## src/rtl/decode_exec_stage_reg.sv

```systemverilog
// ---------------------------------------------------------------------------
// decode_exec_stage_reg
//   Decode->execute pipeline register with a valid/ready handshake. A
//   2-entry skid buffer lets in_ready come straight from a flop, so there is
//   no combinational path from out_ready to in_ready. The stage also supports
//   a synchronous flush and NOP bubble insertion. When downstream is ready it
//   moves 1 beat/cycle with 1 cycle of latency.
//
//   Optional feature macro: STAGE_PERF_EN (adds the stall/bubble counters)
//
// Ports
//   clk, rst_n            clock, asynchronous active-low reset
//   flush                 synchronous flush; empties the stage and drops the
//                         beat offered in the same cycle
//   in_valid / in_ready   decode-side handshake (in_ready is registered)
//   imm_in .. ctrl_in     payload from decode
//   out_valid / out_ready execute-side handshake
//   imm_ex .. ctrl_ex     registered payload; ctrl_ex is 0 (NOP) when idle
//   stall_cnt, bubble_cnt saturating perf counters (STAGE_PERF_EN only)
// ---------------------------------------------------------------------------
module decode_exec_stage_reg #(
   parameter int DATA_W     = 16,
   parameter int IMM_W      = 16,
   parameter int SHAMT_W    = 5,
   parameter int REG_ADDR_W = 3,
   parameter int CTRL_W     = 8
) (
   input  logic                  clk,
   input  logic                  rst_n,
   input  logic                  flush,
   input  logic                  in_valid,
   output logic                  in_ready,
   input  logic [IMM_W-1:0]      imm_in,
   input  logic [SHAMT_W-1:0]    shamt_in,
   input  logic [DATA_W-1:0]     rs_data_in,
   input  logic [DATA_W-1:0]     rd_data_in,
   input  logic [REG_ADDR_W-1:0] rd_in,
   input  logic [CTRL_W-1:0]     ctrl_in,
   output logic                  out_valid,
   input  logic                  out_ready,
   output logic [IMM_W-1:0]      imm_ex,
   output logic [SHAMT_W-1:0]    shamt_ex,
   output logic [DATA_W-1:0]     rs_data_ex,
   output logic [DATA_W-1:0]     rd_data_ex,
   output logic [REG_ADDR_W-1:0] rd_ex,
   output logic [CTRL_W-1:0]     ctrl_ex
`ifdef STAGE_PERF_EN
   ,
   output logic [15:0]           stall_cnt,
   output logic [15:0]           bubble_cnt
`endif
);

   localparam int PW = CTRL_W + REG_ADDR_W + 2*DATA_W + SHAMT_W + IMM_W;

   // The encoding is {main_v, skid_v}. That way out_valid and in_ready are
   // single state bits, which keeps both outputs free of glue logic.
   typedef enum logic [1:0] {
      EMPTY = 2'b00,
      ONE   = 2'b10,
      TWO   = 2'b11
   } state_e;

   state_e          state_q, state_d;
   logic [PW-1:0]   main_q, skid_q;
   logic [PW-1:0]   in_pay;
   logic [CTRL_W-1:0] ctrl_raw;
   logic            accept, fire;
   logic            ld_main_in, ld_skid_in, ld_main_skid;

   assign in_pay    = {ctrl_in, rd_in, rs_data_in, rd_data_in, shamt_in, imm_in};
   assign out_valid = state_q[1];
   assign in_ready  = ~state_q[0];
   assign accept    = in_valid & in_ready;
   assign fire      = out_valid & out_ready;

   always_comb begin
      state_d      = state_q;
      ld_main_in   = 1'b0;
      ld_skid_in   = 1'b0;
      ld_main_skid = 1'b0;
      if (flush) begin
         // A flush overrides any accept or fire in the same cycle.
         // The payload regs keep stale data, which is harmless because
         // ctrl_ex is masked while the stage is empty.
         state_d = EMPTY;
      end else begin
         unique case (state_q)
            EMPTY: if (accept) begin
               state_d    = ONE;
               ld_main_in = 1'b1;
            end
            ONE: begin
               if (accept && fire) begin
                  ld_main_in = 1'b1;
               end else if (accept) begin
                  state_d    = TWO;
                  ld_skid_in = 1'b1;
               end else if (fire) begin
                  state_d    = EMPTY;
               end
            end
            TWO: if (fire) begin
               // in_ready is low here, so no new beat can arrive alongside.
               state_d      = ONE;
               ld_main_skid = 1'b1;
            end
            default: state_d = EMPTY;
         endcase
      end
   end

   always_ff @(posedge clk or negedge rst_n) begin
      if (!rst_n) begin
         state_q <= EMPTY;
         main_q  <= '0;
         skid_q  <= '0;
      end else begin
         state_q <= state_d;
         if (ld_main_in)
            main_q <= in_pay;
         else if (ld_main_skid)
            main_q <= skid_q;
         if (ld_skid_in)
            skid_q <= in_pay;
      end
   end

   assign {ctrl_raw, rd_ex, rs_data_ex, rd_data_ex, shamt_ex, imm_ex} = main_q;
   // An idle stage presents a NOP to execute.
   assign ctrl_ex = out_valid ? ctrl_raw : '0;

`ifdef STAGE_PERF_EN
   // Flush does not affect either counter; only reset clears them.
   always_ff @(posedge clk or negedge rst_n) begin
      if (!rst_n) begin
         stall_cnt  <= '0;
         bubble_cnt <= '0;
      end else begin
         if (out_valid && !out_ready && stall_cnt != 16'hFFFF)
            stall_cnt <= stall_cnt + 16'd1;
         if (!out_valid && bubble_cnt != 16'hFFFF)
            bubble_cnt <= bubble_cnt + 16'd1;
      end
   end
`endif

endmodule

```

## config.mk

```make
export PLATFORM = sky130hd
export DESIGN_NAME = decode_exec_stage_reg
export DESIGN_NICKNAME = d
export VERILOG_FILES = /design/src/rtl/decode_exec_stage_reg.sv
export SDC_FILE = /design/constraint.sdc
export NUM_CORES = 1
export LEC_CHECK = 0
export CAP_MARGIN = 20
export CORE_AREA = 2 2 126 128
export DETAILED_ROUTE_END_ITERATION = 10
export DIE_AREA = 0 0 128 130
export GPL_TIMING_DRIVEN = 0
export PLACE_DENSITY = 0.71
export SLEW_MARGIN = 20
export SYNTH_ARGS = -nofsm -noshare
export SYNTH_HDL_FRONTEND = slang
export SYNTH_SLANG_ARGS = --single-unit
```

## constraint.sdc

```tcl
create_clock -name clk -period 2.52 [get_ports clk]
set_clock_uncertainty 0.1 [all_clocks]
set_input_delay 0.378 -clock clk [delete_from_list [all_inputs] [get_ports clk]]
set_output_delay 0.378 -clock clk [all_outputs]
set_load 0.01 [all_outputs]
```

==> qor.txt, run 1 <==
Core area = 0.0154 sq mm
Post-DP HPWL = 9170 um
Period utilization = 91.7%
Routability Congestion = 0.742
Remaining Overflow, GRT = 0
Hold WC Path Type = flip-flop to flip-flop
Worst slew pin tran = 0.618 ns
Fmax = 0.433 GHz
DRT antenna net count = 0
Synthesized instance count = 499
Initial antenna violation count = 0
Crit path launch type = flip-flop
Worst IR Drop VDD = 0.494 mV
Fin crit period = 2.31 ns
Sequential Area = 0.00325 sq mm
Chip height = 130 um
Clk root buf = clkbuf_16
Worst-path clk slew = 0.06 ns
Yosys top cell by area = dfrtp_1
Overall global routing resource usage = 16.7%
# DRC = 0
Syn_nets = 572
Post-CTS setup buffer count = 0
Row count = 46
Port buffer count = 134
WL/cell = 15.6 um
Clock Path Buffers = 2
Fillers = 1302
Routed wire length = 13300 um
Number of buffers created by CTS = 17
Pre-CTS setup slack = 0.0283 ns
Final hold vios = 0
Non-Filler Instances = 858
Vias = 4118
Die area = 0.0166 sq mm
Final net count = 727
First-pass GRT wire length = 21500 um
Final worst slack = 0.210 ns
MaxCap Viol Count = 0
Vias per std cell = 4.80
Worst Path Class, Setup = flip-flop to output pin
Diode count = 0
Status = complete, no violations
Final core utilization = 54.7%
Yosys warning count = 0
CP arrival = 1.83 ns
Cell Chain, Critical Path = clkbuf_2 -> and2_1 -> clkdlybuf4s50_1
Worst hold stages = 1
Syn Area/Cell = 12.4 sq um
Yosys cell types = 25
DR iter-0 viols = 183
CTS tree = yes
Number of I/O pins = 135
Slowest CP cell = clkdlybuf4s50_1
Largest cells by area after synthesis = dfrtp_1 (53%), mux2i_1 (11%), mux2_2 (9.3%)
Reg2Reg Depth = 8
Footprint of the multi-input gates = 0.00221 sq mm
Die W = 128 um
Slew HR = 58.8%
Synth top cells by count = dfrtp_1 (130), mux2i_1 (66), a21oi_1 (65), buf_4 (65), nor2_1 (64)
Max incr delay on CP = 0.54 ns
Placed Cells = 826
Reg-to-reg slack, setup = 0.25 ns
Final TNS setup = 0 ns
FFs w/ async S/R, synth = 100%
Final Max Slew Viols = 0
Layout cells sized above 1 = 27.8%
Number of synthesized register bits = 130
Largest net degree at the start of global routing = 67
Primary FF master, synth = dfrtp_1
FF-to-FF Start = state_q[1]
Critical Path End Type = output pin
Vias in the first global route = 4348
Final instance area = 0.00844 sq mm
Leak = 0.00413 uW
Most common cell in the netlist = dfrtp_1
Post-DP Area = 0.00778 sq mm
Sequential area share after synthesis = 52.7%
RSZ-0062 raised after global routing = false
Worst Path Required = 2.04 ns
Iteration count of the initial detailed-routing pass = 4
Hold worst-path end = skid_q[58]
# H-tree levels = 4
Hold_sp = skid_q[58]
Reg-to-reg critical path endpoint = main_q[16]
Sink Count = 130
Area grow syn2layout = 36.9%
Post-synth top area share = 52.7%
Critical Path Fanout Max = 10
Starting Density = 40.0%
PD cells = 1210 mW/mm^2
Endpoints failing setup = 0
Post-synth EDFFs = 0
Worst-Skew Late Latency = 0.41 ns
Synthesized area = 0.00617 sq mm
-- stage by stage --
stage          hold WS [ns]  power [uW]
4_1_cts               0.405       10400
6_report              0.401       10300
5_1_grt               0.409       10900
2_1_floorplan       -0.0176        5970
3_5_place_dp          0.304        7610
3_3_place_gp          0.386        7440
-- where the power goes --
part,total (uW),leakage (uW),switching [uW],internal (uW)
Sequential,3670,0.00150,548,3120
Clock,2700,0.000314,870,1830
Combinational,3880,0.00231,1400,2480
-- flip-flops by register name (all words and copies together), names as in the netlist --
signal,cells
skid_q,64
state_q,2
main_q,64
-- timing repair --
item	4_1_cts	5_1_grt
endpoints found under the setup margin	0	68
gates resized for setup	0	2
hold buffers	1	0
hold endpoints to repair	64	0
-- logic make-up after synthesis --
| logic type | share of synthesized area [%] |
|---|---|
| adders and majority gates | 0.811 |
| AOI/OAI and AO/OA | 5.76 |
| and+or+nand+nor | 5.80 |
| DFF | 52.7 |
| muxes | 23.4 |
| buffers and inverters | 11.5 |
-- final cells by class --
cell class                 count  share of cell area, %
sequential                   130                   38.5
multi-input combinational    283                   26.2
timing repair buffer         136                   16.3
buffer                        84                   8.31
clock buffer                  23                   5.66
tap                          192                   2.84
clock inverter                 8                   2.07
inverter                       2                 0.0889
-- how the worst max path moves through the flow --
stage	startpoint	cells after the start	to
2_1_floorplan	state_q[1]	8	main_q[19]
4_1_cts	state_q[1]	9	main_q[16]
5_1_grt	state_q[1]	9	main_q[16]
3_3_place_gp	rst_n	1	skid_q[4]
6_report	state_q[1]	3	ctrl_ex[4]
3_5_place_dp	state_q[1]	9	main_q[18]
-- layout by cell type (no fill, tap or decap), types with 2 or more instances in the layout --
cell type and count:
clkdlybuf4s50_1 133, dfrtp_1 130, mux2i_1 66, buf_4 65, a21oi_1 65, nor2_1 64, mux2_2 51, clkbuf_16 17
mux2_4 14, clkbuf_8 9, and2_1 8, buf_8 6, buf_2 5, bufinv_16 5, ha_1 4, clkbuf_1 3
inv_1 2, buf_6 2, nand2_1 2, clkinv_4 2
-- critical path, delay by kind of cell, from the launching register on --
kind	cells	cell delay, ns
flops	1	0.44
buf+inv	2	0.81
simple gates	1	0.18
-- routing by layer --
layer  routed length [um]  track usage, %  part of all wire, %
met5                    0               0                    0
met3                  680            4.31                  5.1
met1                 5750            20.2                   43
met2                 6750            29.1                   51
met4                  167            5.62                  1.3
(Power assumes the default switching activity.)
==> run 2: changes to the inputs <==
--- a/config.mk
+++ b/config.mk
@@ -11,7 +11,6 @@
 export DIE_AREA = 0 0 128 130
 export GPL_TIMING_DRIVEN = 0
 export PLACE_DENSITY = 0.71
-export SLEW_MARGIN = 20
 export SYNTH_ARGS = -nofsm -noshare
 export SYNTH_HDL_FRONTEND = slang
 export SYNTH_SLANG_ARGS = --single-unit
==> results of run 2 <==
The final DEF is identical to that of run 1; final timing and power are the same.
